$ cat config.mk
export PLATFORM = sky130hd
export DESIGN_NAME = pe_col_requant
export DESIGN_NICKNAME = d
export VERILOG_FILES = /design/src/rtl/pe_pkg.sv /design/src/rtl/pe_sync_fifo.sv /design/src/rtl/pe_col_requant.sv
export SDC_FILE = /design/constraint.sdc
export NUM_CORES = 1
export LEC_CHECK = 0
export BUFFER_PORTS_ARGS = -buffer_cell sky130_fd_sc_hd__buf_4
export CAP_MARGIN = 20
export CELL_PAD_IN_SITES_DETAIL_PLACEMENT = 1
export CELL_PAD_IN_SITES_GLOBAL_PLACEMENT = 2
export CORE_AREA = 2 2 130 132
export DETAILED_ROUTE_END_ITERATION = 8
export DIE_AREA = 0 0 132 134
export PLACE_DENSITY = 0.79
export SLEW_MARGIN = 20
export SYNTH_ARGS = -nofsm -noshare
export SYNTH_HDL_FRONTEND = slang
export SYNTH_HIERARCHICAL = 1
export SYNTH_SLANG_ARGS = --single-unit
export TNS_END_PERCENT = 30
$ cat constraint.sdc
create_clock -name CLK -period 4.7 [get_ports CLK]
set_input_delay 0.94 -clock CLK [delete_from_list [all_inputs] [get_ports CLK]]
set_output_delay 0.94 -clock CLK [all_outputs]
set_load 0.01 [all_outputs]
$ cat src/rtl/pe_pkg.sv
// rtl/pe_pkg.sv - shared PE datapath widths, types and round/saturate helper
package pe_pkg;
  localparam int ACC_W   = 19;
  localparam int OUT_W   = 8;
  localparam int SHIFT_W = 6;

  typedef logic signed [ACC_W-1:0] acc_t;
  typedef logic signed [OUT_W-1:0] act_t;

  localparam logic [SHIFT_W-1:0]   SH_MAX = SHIFT_W'(ACC_W);
  localparam logic signed [ACC_W:0] SAT_HI = (ACC_W+1)'((2 ** (OUT_W - 1)) - 1);
  localparam logic signed [ACC_W:0] SAT_LO = -(ACC_W+1)'(2 ** (OUT_W - 1));

  // Arithmetic right shift with round-half-to-even, then clamp to act_t range.
  function automatic act_t round_sat(input acc_t c, input logic [SHIFT_W-1:0] shift);
    logic signed [ACC_W:0] x;
    logic signed [ACC_W:0] q;
    logic [ACC_W:0]        half_bit;
    logic [SHIFT_W-1:0]    sh;
    logic                  half;
    logic                  sticky;
    x        = {c[ACC_W-1], c};
    sh       = (shift > SH_MAX) ? SH_MAX : shift;
    q        = x >>> sh;
    half     = 1'b0;
    sticky   = 1'b0;
    half_bit = '0;
    if (sh != '0) begin
      half_bit = (ACC_W+1)'(1) << (sh - 1'b1);
      half     = |(x & half_bit);
      sticky   = |(x & (half_bit - 1'b1));
    end
    q = q + (ACC_W+1)'(half & (sticky | q[0]));
    if (q > SAT_HI) begin
      q = SAT_HI;
    end else if (q < SAT_LO) begin
      q = SAT_LO;
    end
    return act_t'(q[OUT_W-1:0]);
  endfunction
endpackage

$ cat src/rtl/pe_sync_fifo.sv
// rtl/pe_sync_fifo.sv - power-of-two synchronous FIFO with combinational head read
module pe_sync_fifo #(
  parameter int DEPTH = 4,
  parameter int WIDTH = 9
) (
  input  logic                     clk_i,
  input  logic                     rst_n_i,
  input  logic                     push_i,
  input  logic                     pop_i,
  input  logic [WIDTH-1:0]         wdata_i,
  output logic [WIDTH-1:0]         rdata_o,
  output logic [$clog2(DEPTH):0]   level_o,
  output logic                     full_o,
  output logic                     empty_o
);
  localparam int AW = $clog2(DEPTH);

  logic [WIDTH-1:0] mem_q [DEPTH];
  logic [AW-1:0]    wr_ptr_q, rd_ptr_q;
  logic [AW:0]      level_q;
  logic             wr_en, rd_en;

  assign empty_o = (level_q == '0);
  assign full_o  = (level_q == (AW+1)'(DEPTH));
  assign rd_en   = pop_i & ~empty_o;
  // A push into a full FIFO is only legal when the head leaves on the same edge.
  assign wr_en   = push_i & (~full_o | rd_en);
  assign rdata_o = mem_q[rd_ptr_q];
  assign level_o = level_q;

  always_ff @(posedge clk_i) begin
    if (wr_en) begin
      mem_q[wr_ptr_q] <= wdata_i;
    end
  end

  always_ff @(posedge clk_i or negedge rst_n_i) begin
    if (!rst_n_i) begin
      wr_ptr_q <= '0;
      rd_ptr_q <= '0;
      level_q  <= '0;
    end else begin
      if (wr_en) wr_ptr_q <= wr_ptr_q + 1'b1;
      if (rd_en) rd_ptr_q <= rd_ptr_q + 1'b1;
      case ({wr_en, rd_en})
        2'b10:   level_q <= level_q + 1'b1;
        2'b01:   level_q <= level_q - 1'b1;
        default: level_q <= level_q;
      endcase
    end
  end
endmodule

$ cat src/rtl/pe_col_requant.sv
// rtl/pe_col_requant.sv - PE column requantize pipe (shift/round/saturate) into a drop-on-full FIFO
module pe_col_requant
  import pe_pkg::*;
#(
  parameter int FIFO_DEPTH = 4
) (
  input  logic                          CLK,
  input  logic                          RST,
  input  logic [ACC_W-1:0]              in_c,
  input  logic [SHIFT_W-1:0]            in_shift,
  input  logic                          in_propagate,
  input  logic                          in_valid,
  output logic [OUT_W-1:0]              out_data,
  output logic                          out_tag,
  output logic                          out_valid,
  input  logic                          out_ready,
  output logic [$clog2(FIFO_DEPTH):0]   fifo_level,
  output logic                          overflow,
  output logic [7:0]                    drop_count,
  input  logic                          clr_ovf
);
  logic [ACC_W-1:0]   s1_c_q;
  logic [SHIFT_W-1:0] s1_shift_q;
  logic               s1_prop_q, s1_valid_q;
  act_t               s2_data_q;
  logic               s2_tag_q, s2_valid_q;
  logic               ovf_q, ovf_d;
  logic [7:0]         drop_cnt_q, drop_cnt_d;
  logic               fifo_full, fifo_empty, pop, drop;
  logic [OUT_W:0]     fifo_rdata;

  always_ff @(posedge CLK or negedge RST) begin
    if (!RST) begin
      s1_c_q     <= '0;
      s1_shift_q <= '0;
      s1_prop_q  <= 1'b0;
      s1_valid_q <= 1'b0;
      s2_data_q  <= '0;
      s2_tag_q   <= 1'b0;
      s2_valid_q <= 1'b0;
      ovf_q      <= 1'b0;
      drop_cnt_q <= '0;
    end else begin
      s1_c_q     <= in_c;
      s1_shift_q <= in_shift;
      s1_prop_q  <= in_propagate;
      s1_valid_q <= in_valid;
      s2_data_q  <= round_sat(acc_t'(s1_c_q), s1_shift_q);
      s2_tag_q   <= s1_prop_q;
      s2_valid_q <= s1_valid_q;
      ovf_q      <= ovf_d;
      drop_cnt_q <= drop_cnt_d;
    end
  end

  assign pop  = ~fifo_empty & out_ready;
  assign drop = s2_valid_q & fifo_full & ~pop;

  // A drop on the same edge as clr_ovf takes priority so it is never lost.
  always_comb begin
    ovf_d      = ovf_q;
    drop_cnt_d = drop_cnt_q;
    if (drop) begin
      ovf_d      = 1'b1;
      if (clr_ovf) begin
        drop_cnt_d = 8'd1;
      end else if (drop_cnt_q != 8'hFF) begin
        drop_cnt_d = drop_cnt_q + 8'd1;
      end
    end else if (clr_ovf) begin
      ovf_d      = 1'b0;
      drop_cnt_d = '0;
    end
  end

  pe_sync_fifo #(
    .DEPTH (FIFO_DEPTH),
    .WIDTH (OUT_W + 1)
  ) u_fifo (
    .clk_i   (CLK),
    .rst_n_i (RST),
    .push_i  (s2_valid_q),
    .pop_i   (out_ready),
    .wdata_i ({s2_tag_q, s2_data_q}),
    .rdata_o (fifo_rdata),
    .level_o (fifo_level),
    .full_o  (fifo_full),
    .empty_o (fifo_empty)
  );

  assign out_valid  = ~fifo_empty;
  assign out_data   = fifo_empty ? '0 : fifo_rdata[OUT_W-1:0];
  assign out_tag    = fifo_empty ? 1'b0 : fifo_rdata[OUT_W];
  assign overflow   = ovf_q;
  assign drop_count = drop_cnt_q;
endmodule
==> results of run 1 <==
-- routing by layer --
metal / part of all wire [%] / global-route usage, %
met2: 48 / 43.1
met3: 6.4 / 4.35
met4: 4.8 / 14.1
met5: 0 / 0
met1: 41 / 32.6
-- final timing paths --
path / end / depth (start not counted)
worst max-delay path: s2_data_q[0]$_DFF_PN0_ / 15
worst min-delay path: s2_tag_q$_DFF_PN0_ / 0
worst max register to register: s2_data_q[0]$_DFF_PN0_ / 15
worst min register to register: s2_tag_q$_DFF_PN0_ / 0
max in group asynchronous: s1_shift_q[1]$_DFF_PN0_ / 1
min in group asynchronous: s1_shift_q[0]$_DFF_PN0_ / 1
-- state kept, by name, summed over array words and instances (netlist names) --
register         count
u_fifo/mem_q        36
s1_c_q              19
drop_count           8
s2_data_q            8
s1_shift_q           6
u_fifo/level_o       3
u_fifo/rd_ptr_q      2
u_fifo/wr_ptr_q      2
overflow             1
s1_prop_q            1
s1_valid_q           1
s2_tag_q             1
s2_valid_q           1
-- kinds of logic after synthesis --
logic type	count (synthesis)
buffers and inverters	67
AND/OR/NAND/NOR	226
multiplexers	37
XOR/XNOR	23
AO/OA/AOI/OAI	184
adder cells (fa/ha/maj)	9
flip-flops	89
-- layout make-up --
| cell class | instances | area (um^2) |
|---|---|---|
| flip-flops and latches | 89 | 2410 |
| inverters | 27 | 104 |
| multi-input cells | 479 | 3420 |
| repair buffers | 103 | 773 |
| well taps | 220 | 275 |
| clock buffers | 10 | 229 |
| clock inverters | 6 | 52.6 |
| fillers | 1914 | 9020 |
-- synth_stat cells (all sizes together), types with 5 or more instances --
cell | n | share of area (%)
o211ai | 11 | 1.4
nand3 | 24 | 2.0
mux4 | 10 | 3.8
nor3 | 12 | 0.99
and2 | 11 | 1.2
o32ai | 6 | 0.87
o21a | 6 | 0.87
mux2 | 5 | 0.99
a22oi | 12 | 1.5
xor2 | 12 | 1.7
xnor2 | 11 | 1.6
buf | 18 | 1.6
edfxtp | 36 | 18
ha | 8 | 1.7
inv | 27 | 1.7
a2111oi | 6 | 0.89
nand2 | 58 | 3.6
a211o | 5 | 0.73
and3 | 9 | 0.93
dfrtp | 53 | 22
nor2b | 14 | 1.5
a211oi | 17 | 2.2
o21ai | 39 | 3.2
a21oi | 28 | 2.3
nand2b | 13 | 1.3
nor2 | 47 | 3.0
nand4 | 7 | 0.73
o22ai | 6 | 0.62
mux2i | 22 | 3.6
clkbuf | 22 | 1.4
nor4 | 7 | 1.0
-- power groups by stage --
| stage | combinational, mW | clock, mW | sequential, mW |
|---|---|---|---|
| 4_1_cts | 0.858 | 0.702 | 1.07 |
| 5_1_grt | 0.932 | 0.730 | 1.09 |
| 2_1_floorplan | 0.555 | 0 | 1.01 |
| 3_3_place_gp | 0.817 | 0 | 1.07 |
| 3_5_place_dp | 0.848 | 0 | 1.08 |
| 6_report | 0.863 | 0.685 | 1.07 |
-- worst reg2reg max path, cell delays in order, from the launching register on --
cell	delay [ns]
dfrtp_1	0.49
buf_4	0.25
nor2_1	0.14
nand2_1	0.23
o311ai_0	0.80
a22oi_1	0.19
a2bb2oi_2	0.21
ha_1	0.21
nand3_1	0.14
nor4_4	0.10
buf_4	0.16
a221o_1	0.33
a211oi_2	0.24
o2111ai_2	0.19
o41ai_4	0.54
o21ai_1	0.15
-- metrics by stage --
stage	util, %	instance area, um^2
2_1_floorplan	-	6040
3_3_place_gp	42.3	6880
3_5_place_dp	42.3	6880
4_1_cts	44.0	7170
5_1_grt	44.6	7260
6_report	44.6	7260
-- repair_timing --
action | in CTS | in global routing
pin swaps | 0 | 3
resized for setup | 1 | 19
setup buffers | 0 | 3
setup endpoints to repair | 2 | 7
cloned | 0 | 0
==> key figures, run 1 <==
Clock tree
  – Root Buffer: clkbuf_16
  – CTS buffer count: 9
  – Maximum buffer depth of the clock tree: 2
  – CTS H-tree depth: 3
  – Clock Pin Slew Worst Setup and Hold Paths: about 0.07 ns
  – Clock sink total: between 80 and 90
  – Cts hold-fix bufs: 0
  – Clock Latency Late Sink: roughly 0.35 ns
  – TritonCTS clock tree: yes

Min path
  – Hold_sp: s1_prop_q$_DFF_PN0_
  – Worst hold-check path type: flip-flop to flip-flop

Pwr
  – P_int: roughly 1.7 mW
  – Clock Power Share: 26.2%
  – Power share of the combinational group: 33.0%
  – Seq pwr share: between 40 and 50%
  – Total power: between 2 and 3 mW
  – Peak supply drop: 0.193 mV
  – Sw frac: roughly a third
  – PD cells: about 360 nW/um^2
  – P_sw: 0.896 mW
  – LEAKAGE: around 2.8 nW

Place
  – IO Port Bufs: 52
  – Pre-CTS setup slack: 0.00163 ns
  – Routability Congestion: between 1 and 1.5
  – Detailed Place HPWL: 16700 um
  – Placed insts: about 900

Global routing
  – Number of global-route vias before repair: 6004
  – Largest net degree at the start of global routing: 54
  – Grt total ovfl: 0
  – First-pass GRT wire length: 34900 um
  – GRT Total Usage: around a quarter
  – Initial antenna violation count: 0

STA
  – Setup TNS Final: 0 ns
  – Hold Slack: between 0.3 and 0.4 ns
  – Min Tclk post-route: approximately 4.5 ns
  – Fmax: about 220 MHz
  – Final hold violation count: 0
  – Worst Tran Pin Value: just under 0.9 ns
  – Final Max Tran Viols: 0
  – Slew HR: 41.6%
  – Tcrit/Tclk final: about 96%
  – Setup-failing EPs final: 0
  – Worst setup margin: about 0.19 ns
  – Worst clock skew: 0.00661 ns

Logic synthesis
  – Post-synth EDFFs: 36
  – Multiplexer share of the synthesized area: under 10%
  – Synth Area in Simple Gates: 19.8%
  – Synth Warn #: 6
  – Largest family of logic cells by synthesized area: compound AO/OA/AOI/OAI gates
  – Unique masters post-synth: a little under 90
  – Post-Synthesis Cells: roughly 640
  – Synthesized area per cell: ~9.5 um^2
  – Post-synth net total: between 600 and 700
  – Fraction of registers with async set/reset: 59.6%
  – Post-synthesis adder-cell area fraction: around 2%
  – Post-Synth XOR/XNOR Area: under 10%
  – Sequential cell area fraction in the yosys report: between 30 and 40%
  – Synth Flop Type: dfrtp_1
  – Cell area after synthesis: just over 6000 um^2
  – Synth Register Bits: a little under 90
  – Post-synthesis compound-gate area fraction: a little over a fifth

Floorplanning
  – Core area: between 15000 and 20000 um^2
  – Total Die Area: 17700 um^2
  – I/O Pins: 53
  – Starting Density: between 30 and 40%
  – Row count: 47
  – Die W: 132 um
  – Die H: roughly 130 um

Worst setup path
  – Peak fanout along the critical path: 16
  – Crit path kind: flip-flop to flip-flop
  – Critical Path Max Stage Delay: approximately 0.80 ns
  – CP cell instances: buf_4 > nor2_1 > nand2_1 > o311ai_0 > a22oi_1 > a2bb2oi_2 > ha_1 > nand3_1 > nor4_4 > buf_4 > a221o_1 > a211oi_2 > o2111ai_2 > o41ai_4 > o21ai_1
  – Critical Path AT: ~4.7 ns
  – Worst flop-to-flop path startpoint: s1_shift_q[0]$_DFF_PN0_
  – Worst Setup SP: s1_shift_q[0]$_DFF_PN0_
  – Critical path buffers and inverters: 2
  – Cell repeated most along the worst path: buf_4
  – Worst EP required: between 4 and 5 ns
  – Slowest-stage cell, CP: o311ai_0
  – Top delay family on crit path: compound AO/OA/AOI/OAI gates
  – CP endpoint kind: flip-flop
  – Reg2reg setup slack: 0.19 ns
  – Setup crit start kind: flip-flop

Route
  – DRC Markers: 0
  – Routed WL per cell: 24.4 um
  – Vias: approximately 5800
  – Detailed Route Iter0 Violations: approximately 500
  – Drt via density: 6.16
  – Final WL: 22800 um
  – DRT Pass-1 Iters: 5
  – Final ANT Viol Nets: 0

Flow run
  – Max Cap Viol: 0

Layout
  – Non-Filler Instances: between 900 and 1000
  – Nets: 749
  – Most common cell after layout, fill and taps aside: buf_4
  – Layout cells sized above 1: approximately a quarter
  – Area growth from synthesis to layout: 20.3%
  – N_diodes: 0
  – Most frequent cells in the layout: buf_4, nand2_1, dfrtp_1

Outcome
  – Status: finished clean
Power figures use the tool's default switching activity.
==> inputs of run 2 (changes only) <==
--- a/config.mk
+++ b/config.mk
@@ -9,10 +9,10 @@
 export CAP_MARGIN = 20
 export CELL_PAD_IN_SITES_DETAIL_PLACEMENT = 1
 export CELL_PAD_IN_SITES_GLOBAL_PLACEMENT = 2
-export CORE_AREA = 2 2 130 132
+export CORE_AREA = 2 2 166 103
 export DETAILED_ROUTE_END_ITERATION = 8
-export DIE_AREA = 0 0 132 134
-export PLACE_DENSITY = 0.79
+export DIE_AREA = 0 0 168 105
+export PLACE_DENSITY = 0.8
 export SLEW_MARGIN = 20
 export SYNTH_ARGS = -nofsm -noshare
 export SYNTH_HDL_FRONTEND = slang
==> key figures, run 2 (synthesized netlist as in run 1, its figures left out) <==
Floorplanning
  – Die H: 105 um (-22%)
  – Die W: 168 um (+27%)
  – Total Die Area: 17600 um^2 (-0.27%)
  – Starting Density: 37.8% (+0.69 points)
  – Core area: 16000 um^2 (-1.8%)
  – Row count: 36 (-23%)
  – I/O Pins: 53 (unchanged)

Worst setup path
  – Peak fanout along the critical path: 21 (+5)
  – Worst EP required: 4.98 ns (+0.07 ns)
  – Cell repeated most along the worst path: o21ai_1
  – CP endpoint kind: flip-flop
  – Critical Path Max Stage Delay: 0.61 ns (-0.19 ns)
  – Reg2reg setup slack: 0.23 ns (+0.04 ns)
  – CP cell instances: o21ai_1 > buf_4 > a21oi_1 > o21ai_0 > a22oi_1 > nand2_1 > or4_4 > nor4_2 > nor2_1 > a211oi_1 > a41oi_2 > o21ai_1
  – Critical Path AT: 4.74 ns (+0.02 ns)
  – Slowest-stage cell, CP: or4_4
  – Setup crit start kind: flip-flop
  – Crit path kind: flip-flop to flip-flop

Global routing
  – Number of global-route vias before repair: 5901 (-1.7%)
  – Grt total ovfl: 0 (unchanged)
  – Largest net degree at the start of global routing: 54 (unchanged)
  – Initial antenna violation count: 0 (unchanged)
  – First-pass GRT wire length: 37200 um (+6.3%)
  – GRT Total Usage: 28.2% (+2.2 points)

Route
  – Vias: 5806 (+0.85%)
  – Final ANT Viol Nets: 0 (unchanged)
  – DRC Markers: 0 (unchanged)
  – DRT Pass-1 Iters: 5 (unchanged)
  – Routed WL per cell: 26.5 um (+8.4%)
  – Final WL: 24300 um (+6.8%)
  – Drt via density: 6.31 (+2.4%)
  – Detailed Route Iter0 Violations: 775 (+56%)

Clock tree
  – Clock sink total: 89 (unchanged)
  – CTS buffer count: 9 (unchanged)
  – CTS H-tree depth: 3 (unchanged)
  – TritonCTS clock tree: yes
  – Setup bufs post-CTS: 0 (unchanged)
  – Clock Pin Slew Worst Setup and Hold Paths: 0.07 ns (about the same)
  – Root Buffer: clkbuf_16
  – Clock Latency Late Sink: 0.35 ns (about the same)
  – Maximum buffer depth of the clock tree: 2 (unchanged)
  – Cts hold-fix bufs: 0 (unchanged)

Layout
  – Nets: 746 (-0.40%)
  – Reg with most FFs: u_fifo/mem_q
  – Layout cells sized above 1: 21.8% (-1.9 points)
  – Area growth from synthesis to layout: 18.9%
  – Design area: 7180 um^2 (-1.2%)
  – N_diodes: 0 (unchanged)
  – Most common cell after layout, fill and taps aside: buf_4
  – Biggest regs: u_fifo/mem_q (36), s1_c_q (19)
  – Max reg flops: 36 (unchanged)
  – Most frequent cells in the layout: buf_4, nand2_1, dfrtp_1

Outcome
  – Status: finished clean

STA
  – Worst Tran Pin Value: 1.04 ns (+0.180 ns)
  – Fmax: 224 MHz (+0.91%)
  – RSZ-0062 raised after global routing: no
  – Setup TNS Final: 0 ns (unchanged)
  – Tcrit/Tclk final: 95.1% (-0.86 points)
  – Setup-failing EPs final: 0 (unchanged)
  – Hold Slack: 0.358 ns (+0.00298 ns)
  – Worst clock skew: 0.0104 ns (+0.00377 ns)
  – Min Tclk post-route: 4.47 ns (-0.0405 ns)
  – Final Max Tran Viols: 0 (unchanged)
  – Slew HR: 29.7% (-12 points)
  – Final hold violation count: 0 (unchanged)

Pwr
  – Peak supply drop: 0.160 mV (-17%)
  – PD cells: 369 nW/um^2 (+2.5%)
  – LEAKAGE: 2.82 nW (-1.1%)

Place
  – IO Port Bufs: 52 (unchanged)
  – Placed Instance Area: 6880 um^2 (about the same)
  – Routability Congestion: 1.04 (+2.1%)
  – Detailed Place HPWL: 18300 um (+9.5%)

Flow run
  – Max Cap Viol: 0 (unchanged)

Min path
  – Worst hold-check path type: flip-flop to flip-flop
-- run 2: through the flow --
stage | instances | setup WS [ns] | power (mW) | utilization (%)
2_1_floorplan | 635 | 0.901 | 1.57 | -
3_3_place_gp | 904 | 0.358 | 1.92 | 43.0
3_5_place_dp | 904 | 0.256 | 1.95 | 43.0
4_1_cts | 920 | 0.201 | 2.66 | 44.8
5_1_grt | 920 | 0.0408 | 2.79 | 44.9
6_report | 920 | 0.231 | 2.65 | 44.9
-- run 2: where the power goes --
| part | total, mW | switching (mW) | internal, mW |
|---|---|---|---|
| logic | 0.888 | 0.471 | 0.417 |
| clock network | 0.697 | 0.333 | 0.364 |
| registers | 1.07 | 0.129 | 0.936 |
-- run 2: cell type report --
type	count	area, um^2
inverter	27	104
multi-input combinational	479	3360
timing repair buffer	100	763
tap	209	262
clock buffer	9	225
sequential	89	2410
fill	1836	8810
clock inverter	7	53.8
-- run 2: per-layer routing --
| layer | wire length [um] | part of all wire, % | global-route usage, % |
|---|---|---|---|
| met3 | 3100 | 13 | 11.0 |
| met4 | 223 | 0.92 | 5.71 |
| met1 | 11700 | 48 | 42.8 |
| met5 | 0 | 0 | 0 |
| met2 | 9350 | 38 | 37.1 |
-- run 2: final timing paths --
| path | startpoint | to | cells past startpoint |
|---|---|---|---|
| max | s1_shift_q[4]$_DFF_PN0_ | s2_data_q[5]$_DFF_PN0_ | 12 |
| min | s1_prop_q$_DFF_PN0_ | s2_tag_q$_DFF_PN0_ | 0 |
| max reg2reg | s1_shift_q[4]$_DFF_PN0_ | s2_data_q[5]$_DFF_PN0_ | 12 |
| min reg2reg | s1_prop_q$_DFF_PN0_ | s2_tag_q$_DFF_PN0_ | 0 |
| max in group asynchronous | RST | s2_data_q[6]$_DFF_PN0_ | 1 |
| min in group asynchronous | RST | s1_c_q[0]$_DFF_PN0_ | 1 |
-- run 2: critical path: cells and delay by family, from the launching register on --
family,cells,cell delay [ns]
compound gates,7,2.36
simple gates,4,1.30
flops,1,0.51
buf+inv,1,0.22
-- run 2: what timing repair did --
action / in CTS / in global routing
gates resized for setup: 0 / 3
endpoints found under the setup margin: 0 / 7
endpoints found under the hold margin: 0 / 0
